### config.mk
export PLATFORM = sky130hd
export DESIGN_NAME = ysyx_210184_inst_fetch_axi_flat
export DESIGN_NICKNAME = d
export VERILOG_FILES = /design/src/rtl/ysyx_210184_inst_fetch_axi_pkg.sv /design/src/rtl/ysyx_210184_inst_fetch_axi_if.sv /design/src/rtl/ysyx_210184_fetch_line_buf.sv /design/src/rtl/ysyx_210184_inst_fetch_axi.sv /design/src/flat_wrapper.sv
export SDC_FILE = /design/constraint.sdc
export NUM_CORES = 1
export LEC_CHECK = 0
export CORE_ASPECT_RATIO = 0.5
export CORE_MARGIN = 1
export CORE_UTILIZATION = 30
export CTS_CLUSTER_SIZE = 12
export DETAILED_ROUTE_END_ITERATION = 8
export HOLD_SLACK_MARGIN = 0.02
export PLACE_DENSITY_LB_ADDON = 0.1
export SLEW_MARGIN = 25
export SYNTH_ARGS = -nofsm -noshare
export SYNTH_HDL_FRONTEND = slang
export SYNTH_SLANG_ARGS = --single-unit
### constraint.sdc
create_clock -name clk -period 4.69 [get_ports clk]
set_input_delay 1.407 -clock clk [delete_from_list [all_inputs] [get_ports clk]]
set_output_delay 1.407 -clock clk [all_outputs]
set_load 0.005 [all_outputs]
### src/rtl/ysyx_210184_inst_fetch_axi_pkg.sv
// Shared constants, AXI encodings and fetch FSM state type for the
// instruction-fetch AXI bridge.
package ysyx_210184_inst_fetch_axi_pkg;

  // Canonical RISC-V nop (addi x0, x0, 0), handed to IF as a bubble.
  localparam logic [31:0] NOP_INST   = 32'h0000_0013;

  // AXI4 read-channel encodings used by the fetcher.
  localparam logic [2:0]  SIZE_8B    = 3'b011;
  localparam logic [1:0]  BURST_INCR = 2'b01;
  localparam logic [1:0]  RESP_OKAY  = 2'b00;
  localparam logic [7:0]  LEN_SINGLE = 8'd0;

  typedef enum logic [1:0] {
    IDLE = 2'd0,
    ADDR = 2'd1,
    DATA = 2'd2
  } fetch_state_e;

  // Byte address of the doubleword that a line tag names.
  function automatic logic [63:0] line_addr(input logic [60:0] tag);
    return {tag, 3'b000};
  endfunction

endpackage

### src/rtl/ysyx_210184_inst_fetch_axi_if.sv
// AXI4 read-address / read-data channels between the fetch bridge
// (master) and the memory interconnect (slave).
interface ysyx_210184_inst_fetch_axi_if;
  import ysyx_210184_inst_fetch_axi_pkg::*;

  logic        ar_valid_o;
  logic        ar_ready_i;
  logic [63:0] ar_addr_o;
  logic [3:0]  ar_id_o;
  logic [2:0]  ar_size_o;
  logic [7:0]  ar_len_o;
  logic [1:0]  ar_burst_o;
  logic        r_valid_i;
  logic        r_ready_o;
  logic [63:0] r_data_i;
  logic [1:0]  r_resp_i;
  logic        r_last_i;

  modport master (
    output ar_valid_o, ar_addr_o, ar_id_o, ar_size_o, ar_len_o, ar_burst_o,
    output r_ready_o,
    input  ar_ready_i, r_valid_i, r_data_i, r_resp_i, r_last_i
  );

  modport slave (
    input  ar_valid_o, ar_addr_o, ar_id_o, ar_size_o, ar_len_o, ar_burst_o,
    input  r_ready_o,
    output ar_ready_i, r_valid_i, r_data_i, r_resp_i, r_last_i
  );

endinterface

### src/rtl/ysyx_210184_fetch_line_buf.sv
// Single-entry doubleword line buffer: holds one fetched line, compares
// its tag against the current PC and selects the addressed 32-bit word.
module ysyx_210184_fetch_line_buf #(
  parameter logic [31:0] NOP_INST = ysyx_210184_inst_fetch_axi_pkg::NOP_INST
) (
  input  logic        clk,
  input  logic        rst,
  input  logic [63:0] i_pc,
  input  logic        i_fence,
  input  logic        i_fill_en,
  input  logic [60:0] i_fill_tag,
  input  logic [63:0] i_fill_data,
  input  logic        i_fill_fault,
  output logic        o_hit,
  output logic [31:0] o_inst,
  output logic        o_fault
);
  import ysyx_210184_inst_fetch_axi_pkg::*;

  logic        r_buf_valid;
  logic [60:0] r_buf_tag;
  logic [63:0] r_buf_data;
  logic        r_buf_fault;
  logic        w_unused;

  // Instructions are 4-byte aligned, so the two low PC bits carry nothing.
  assign w_unused = ^i_pc[1:0];

  // Valid bit: a fence wins over a simultaneous fill so the line is dropped.
  always_ff @(posedge clk or negedge rst) begin
    if (!rst) begin
      r_buf_valid <= 1'b0;
    end else if (i_fence) begin
      r_buf_valid <= 1'b0;
    end else if (i_fill_en) begin
      r_buf_valid <= 1'b1;
    end
  end

  // Line payload: written on every accepted response, stale or not.
  always_ff @(posedge clk) begin
    if (i_fill_en) begin
      r_buf_tag   <= i_fill_tag;
      r_buf_data  <= i_fill_data;
      r_buf_fault <= i_fill_fault;
    end
  end

  // Zero-latency hit compare and word select.
  always_comb begin
    o_hit   = r_buf_valid && (r_buf_tag == i_pc[63:3]);
    o_inst  = NOP_INST;
    o_fault = 1'b0;
    if (o_hit) begin
      o_inst  = i_pc[2] ? r_buf_data[63:32] : r_buf_data[31:0];
      o_fault = r_buf_fault;
    end
  end

endmodule

### src/rtl/ysyx_210184_inst_fetch_axi.sv
// Instruction-fetch bridge: on a line-buffer miss, issues one single-beat
// 8-byte AXI read for the PC's doubleword and fills the line buffer.
module ysyx_210184_inst_fetch_axi #(
  parameter logic [3:0]  AXI_ID   = 4'd0,
  parameter logic [31:0] NOP_INST = ysyx_210184_inst_fetch_axi_pkg::NOP_INST
) (
  input  logic                          clk,
  input  logic                          rst,
  input  logic [63:0]                   pc_i,
  input  logic                          fence_i_i,
  output logic [31:0]                   inst_o,
  output logic                          ready_o,
  output logic                          fault_o,
  ysyx_210184_inst_fetch_axi_if.master  axi
);
  import ysyx_210184_inst_fetch_axi_pkg::*;

  fetch_state_e r_state, w_state_nxt;
  logic         r_ar_valid, w_ar_valid_nxt;
  logic [63:0]  r_ar_addr, w_ar_addr_nxt;
  logic         r_r_ready, w_r_ready_nxt;
  logic [60:0]  r_req_tag, w_req_tag_nxt;
  logic         w_hit;
  logic         w_fill_en;
  logic         w_fill_fault;
  logic         w_unused;

  // Single-beat bursts make the last flag redundant.
  assign w_unused     = axi.r_last_i;
  assign w_fill_fault = (axi.r_resp_i != RESP_OKAY);

  assign axi.ar_valid_o = r_ar_valid;
  assign axi.ar_addr_o  = r_ar_addr;
  assign axi.ar_id_o    = AXI_ID;
  assign axi.ar_size_o  = SIZE_8B;
  assign axi.ar_len_o   = LEN_SINGLE;
  assign axi.ar_burst_o = BURST_INCR;
  assign axi.r_ready_o  = r_r_ready;

  assign ready_o = w_hit;

  ysyx_210184_fetch_line_buf #(
    .NOP_INST (NOP_INST)
  ) u_line_buf (
    .clk          (clk),
    .rst          (rst),
    .i_pc         (pc_i),
    .i_fence      (fence_i_i),
    .i_fill_en    (w_fill_en),
    .i_fill_tag   (r_req_tag),
    .i_fill_data  (axi.r_data_i),
    .i_fill_fault (w_fill_fault),
    .o_hit        (w_hit),
    .o_inst       (inst_o),
    .o_fault      (fault_o)
  );

  // Next-state and next AXI-control values; every path holds by default.
  always_comb begin
    w_state_nxt    = r_state;
    w_ar_valid_nxt = r_ar_valid;
    w_ar_addr_nxt  = r_ar_addr;
    w_r_ready_nxt  = r_r_ready;
    w_req_tag_nxt  = r_req_tag;
    w_fill_en      = 1'b0;
    unique case (r_state)
      IDLE: begin
        if (!w_hit) begin
          w_req_tag_nxt  = pc_i[63:3];
          w_ar_addr_nxt  = line_addr(pc_i[63:3]);
          w_ar_valid_nxt = 1'b1;
          w_state_nxt    = ADDR;
        end
      end
      ADDR: begin
        // Address is frozen here regardless of PC changes.
        if (axi.ar_ready_i) begin
          w_ar_valid_nxt = 1'b0;
          w_r_ready_nxt  = 1'b1;
          w_state_nxt    = DATA;
        end
      end
      DATA: begin
        // AXI cannot cancel, so the response is always taken and stored.
        if (axi.r_valid_i) begin
          w_fill_en     = 1'b1;
          w_r_ready_nxt = 1'b0;
          w_state_nxt   = IDLE;
        end
      end
      default: begin
        w_state_nxt    = IDLE;
        w_ar_valid_nxt = 1'b0;
        w_r_ready_nxt  = 1'b0;
      end
    endcase
  end

  // FSM state and registered AXI control outputs.
  always_ff @(posedge clk or negedge rst) begin
    if (!rst) begin
      r_state    <= IDLE;
      r_ar_valid <= 1'b0;
      r_ar_addr  <= 64'd0;
      r_r_ready  <= 1'b0;
    end else begin
      r_state    <= w_state_nxt;
      r_ar_valid <= w_ar_valid_nxt;
      r_ar_addr  <= w_ar_addr_nxt;
      r_r_ready  <= w_r_ready_nxt;
    end
  end

  // Tag of the outstanding request, captured when the miss is seen.
  always_ff @(posedge clk) begin
    r_req_tag <= w_req_tag_nxt;
  end

endmodule

### src/flat_wrapper.sv
// flat-port wrapper written by rule: the top's interface ports become plain ports
module ysyx_210184_inst_fetch_axi_flat import ysyx_210184_inst_fetch_axi_pkg::*;
#(
  parameter logic [3:0]  AXI_ID   = 4'd0,
  parameter logic [31:0] NOP_INST = ysyx_210184_inst_fetch_axi_pkg::NOP_INST
)
  (clk, rst, pc_i, fence_i_i, inst_o, ready_o, fault_o, axi_ar_valid_o, axi_ar_addr_o, axi_ar_id_o, axi_ar_size_o, axi_ar_len_o, axi_ar_burst_o, axi_r_ready_o, axi_ar_ready_i, axi_r_valid_i, axi_r_data_i, axi_r_resp_i, axi_r_last_i);
  ysyx_210184_inst_fetch_axi_if axi_i ();
  input  logic clk;
  input  logic rst;
  input  logic [63:0] pc_i;
  input  logic fence_i_i;
  output logic [31:0] inst_o;
  output logic ready_o;
  output logic fault_o;
  output wire logic [$bits(axi_i.ar_valid_o)-1:0] axi_ar_valid_o;
  output wire logic [$bits(axi_i.ar_addr_o)-1:0] axi_ar_addr_o;
  output wire logic [$bits(axi_i.ar_id_o)-1:0] axi_ar_id_o;
  output wire logic [$bits(axi_i.ar_size_o)-1:0] axi_ar_size_o;
  output wire logic [$bits(axi_i.ar_len_o)-1:0] axi_ar_len_o;
  output wire logic [$bits(axi_i.ar_burst_o)-1:0] axi_ar_burst_o;
  output wire logic [$bits(axi_i.r_ready_o)-1:0] axi_r_ready_o;
  input wire logic [$bits(axi_i.ar_ready_i)-1:0] axi_ar_ready_i;
  input wire logic [$bits(axi_i.r_valid_i)-1:0] axi_r_valid_i;
  input wire logic [$bits(axi_i.r_data_i)-1:0] axi_r_data_i;
  input wire logic [$bits(axi_i.r_resp_i)-1:0] axi_r_resp_i;
  input wire logic [$bits(axi_i.r_last_i)-1:0] axi_r_last_i;
  assign axi_ar_valid_o = axi_i.ar_valid_o;
  assign axi_ar_addr_o = axi_i.ar_addr_o;
  assign axi_ar_id_o = axi_i.ar_id_o;
  assign axi_ar_size_o = axi_i.ar_size_o;
  assign axi_ar_len_o = axi_i.ar_len_o;
  assign axi_ar_burst_o = axi_i.ar_burst_o;
  assign axi_r_ready_o = axi_i.r_ready_o;
  assign axi_i.ar_ready_i = axi_ar_ready_i;
  assign axi_i.r_valid_i = axi_r_valid_i;
  assign axi_i.r_data_i = axi_r_data_i;
  assign axi_i.r_resp_i = axi_r_resp_i;
  assign axi_i.r_last_i = axi_r_last_i;
  ysyx_210184_inst_fetch_axi #(.AXI_ID(AXI_ID), .NOP_INST(NOP_INST)) u_core (.clk(clk), .rst(rst), .pc_i(pc_i), .fence_i_i(fence_i_i), .inst_o(inst_o), .ready_o(ready_o), .fault_o(fault_o), .axi(axi_i));
endmodule
==> results.cfg <==
[run_status]
status = finished, violations left
failed_checks = setup timing

[drt]
ant_nets = 0
totalWireLength_um = 22100
firstDrtPassIters = 4
route.met2.wl_um = 11100
routed.top_layer = met4
routed-wl-met3_um = 897
drt_iter0_drc = 128
drcViolationCount = 0
met1Wirelength_um = 9700
viasPerCell = 4.21
vias = 5457
wl_per_cell_um = 17.1

[synth]
synth_area_sq_mm = 0.00949
avgSynthCellArea_sq_um = 17.7
yosysWarnings = 0
synthTopCellsByCount = edfxtp_1 (187), dfrtp_1 (66), mux2_2 (57), xnor2_1 (42), nor2_1 (36)
async_reset_ff_frac = 0.261
yosysSeqAreaShare = 0.766
synthFlopType = edfxtp_1
ys_ff_latch = 253
yosys-top-cells-area = edfxtp_1 (59%), dfrtp_1 (17%), mux2_2 (6.8%)
synth-edff-count = 187
syn_inst = 537
netlist.area_leader.share = 0.592
yosys.area.top_type = edfxtp_1
ys_types = 33
synth.most_common_cell = edfxtp_1

[critical_path]
path_class = in -> out
path_max_fanout = 5
rrSetupSlack_ns = 1.92
cp_data_required_time_ns = 3.28
max_stage_delay_ns = 0.50
cp_data_arrival_time_ns = 3.40
slowest_stage = clkdlybuf4s50_1
setup.worst_path.start_class = input port
cp_cell_sequence = clkdlybuf4s50_1 > xnor2_1 > nand4_1 > nor2_1 > nand4_1 > buf_6 > or2_4 > buf_12 > a211o_1 > buf_6
endpoint_kind = primary output

[power]
vdd_drop_max_v = 0.000308
p_leak_nw = 5.29
powerDensity_mw_per_mm2 = 514

[floorplanning]
start_util = 0.309
io_pins = 253
coreArea_sq_mm = 0.0307
die_area_sq_mm = 0.0324
fp.dieW_um = 254
die_y_um = 128
rows = 45

[cells_and_area]
nets = 992
area_delta_synth_final_pct = 45.6
utilization = 0.450
antenna_cells = 0
stdcell_area_sq_mm = 0.0138
fin_cells = 1296
register_area_sq_mm = 0.00727
fill_cells = 2802
multi_input_area_sq_mm = 0.00240
layout-drive-gt1-share = 0.336

[timing]
worstMarginPinSlew_ns = 0.736
slew_viol_final = 0
min_period_ns = 4.81
hold_viol = 0
period_share = 1.03
rsz0062_at_grt = yes
finalSetupViolations = 18
finalWorstSetupSlack_ns = -0.120
fmax_mhz = 208
clock_skew_ns = 0.0103
slew-limit-headroom = 0.510

[placed_design]
numPortBuffers = 229
place_congestion = 0.709
postPlaceCellArea_sq_mm = 0.0127
dp.cells = 1233
post-place-ws_ns = -1.01
hpwl_um = 14500

[clocking]
cts_buffers = 26
cts_max_path_buffers = 3
root_buffer = clkbuf_16
clk_pin_slew_ns = 0.06
clock_sinks = 253
htreeDepth = 1
holdBufCountCts = 0
clk_latency_ns = 0.53
cts_tree = yes

[global_route]
gr-usage-all-layers = 0.136
grt_max_degree = 73
antenna_found_initial = 1
grt_pass1_wl_um = 33300
grt_remaining_overflow = 0
grt_pass1_vias = 5644

[worst_hold_path]
min_path_type = reg -> reg

[run]
drv_cap = 0
[cells by family after synthesis]
family / share of synthesized area
mux: 0.103
buf+inv: 0.0332
flops: 0.766
xor+xnor: 0.0434
other cells: 0.000791
compound gates: 0.0183
simple gates: 0.0357
[critical path, delay by kind of cell]
family	cells	cell delay (ns)
buf+inv	4	0.93
simple gates	4	0.69
compound gates	1	0.23
xor+xnor	1	0.13
[sequential cells by signal, indices dropped and copies added (netlist names)]
| name | count |
|---|---|
| u_core.u_line_buf.r_buf_data | 64 |
| u_core.axi.ar_valid_o | 1 |
| u_core.axi.r_ready_o | 1 |
| u_core.u_line_buf.r_buf_valid | 1 |
| u_core.u_line_buf.r_buf_tag | 61 |
| u_core.u_line_buf.r_buf_fault | 1 |
| u_core.r_state | 2 |
| u_core.r_req_tag | 61 |
| u_core.axi.ar_addr_o | 61 |
[power by group]
part | internal (W) | switching [W]
combinational | 0.00107 | 0.000756
sequential | 0.00315 | 0.000229
clock | 0.00106 | 0.000835
[metrics by stage]
stage / hold WS [ns] / setup TNS (ns) / total power [W]
after global routing: 0.418 / -3.17 / 0.00748
after global placement: 0.401 / -32.33 / 0.00524
final: 0.410 / -0.952 / 0.00710
after detailed placement: 0.405 / -32.30 / 0.00528
after CTS: 0.409 / -2.09 / 0.00723
after floorplan: 0.400 / 0 / 0.00424
[cell usage in the layout (no fill, tap or decap), types with 3 or more instances in the layout]
cell               n
a211o_1            3
clkbuf_1          14
buf_12            10
nand2_1            4
clkbuf_2           3
nor2_4            26
clkdlybuf4s15_2    5
inv_1             17
nand4_1           12
xnor2_1           21
conb_1            20
xor2_1             5
mux2_1             4
buf_6             15
mux2_2            57
mux2i_1           29
nand2b_1           3
dlygate4sd2_1     26
clkdlybuf4s50_1  134
buf_4             59
buf_8              3
nor4_2             5
nor2_1             8
edfxtp_1         187
nor2b_1            5
clkbuf_16         27
o22ai_1            5
buf_2             48
dfrtp_1           66
o21ai_0            4
xnor2_2           20
[metal layers]
metal  track usage  vias up
met5             0        -
met4        0.0321        0
met3        0.0292       30
met2         0.234      106
met1         0.175     2738
li1              -     2583
[what timing repair did]
item                       CTS  global route
pin swaps                   76            21
buffers inserted            14             1
gates resized for setup    347            55
setup endpoints to repair   34            34
cloned                       4             0
[cell type report]
class,count,share of cell area
Inverter,18,0.00489
Multi-Input combinational cell,251,0.174
Clock buffer,41,0.0527
Tap cell,423,0.0383
Sequential cell,253,0.526
Timing Repair Buffer,306,0.203
Clock inverter,4,0.00181
[final timing paths]
check                                                startpoint                               to  depth (start not counted)
worst max register to register  u_core.u_line_buf.r_buf_tag[44]          u_core.axi.ar_addr_o[5]                         11
worst max-delay path                                   pc_i[45]                        inst_o[0]                         10
worst min-delay path                       u_core.r_req_tag[44]  u_core.u_line_buf.r_buf_tag[44]                          0
max in group asynchronous                                   rst             u_core.axi.r_ready_o                          1
min in group asynchronous                                   rst         u_core.axi.ar_addr_o[49]                          1
worst min register to register             u_core.r_req_tag[44]  u_core.u_line_buf.r_buf_tag[44]                          0
(Power assumes the default switching activity.)
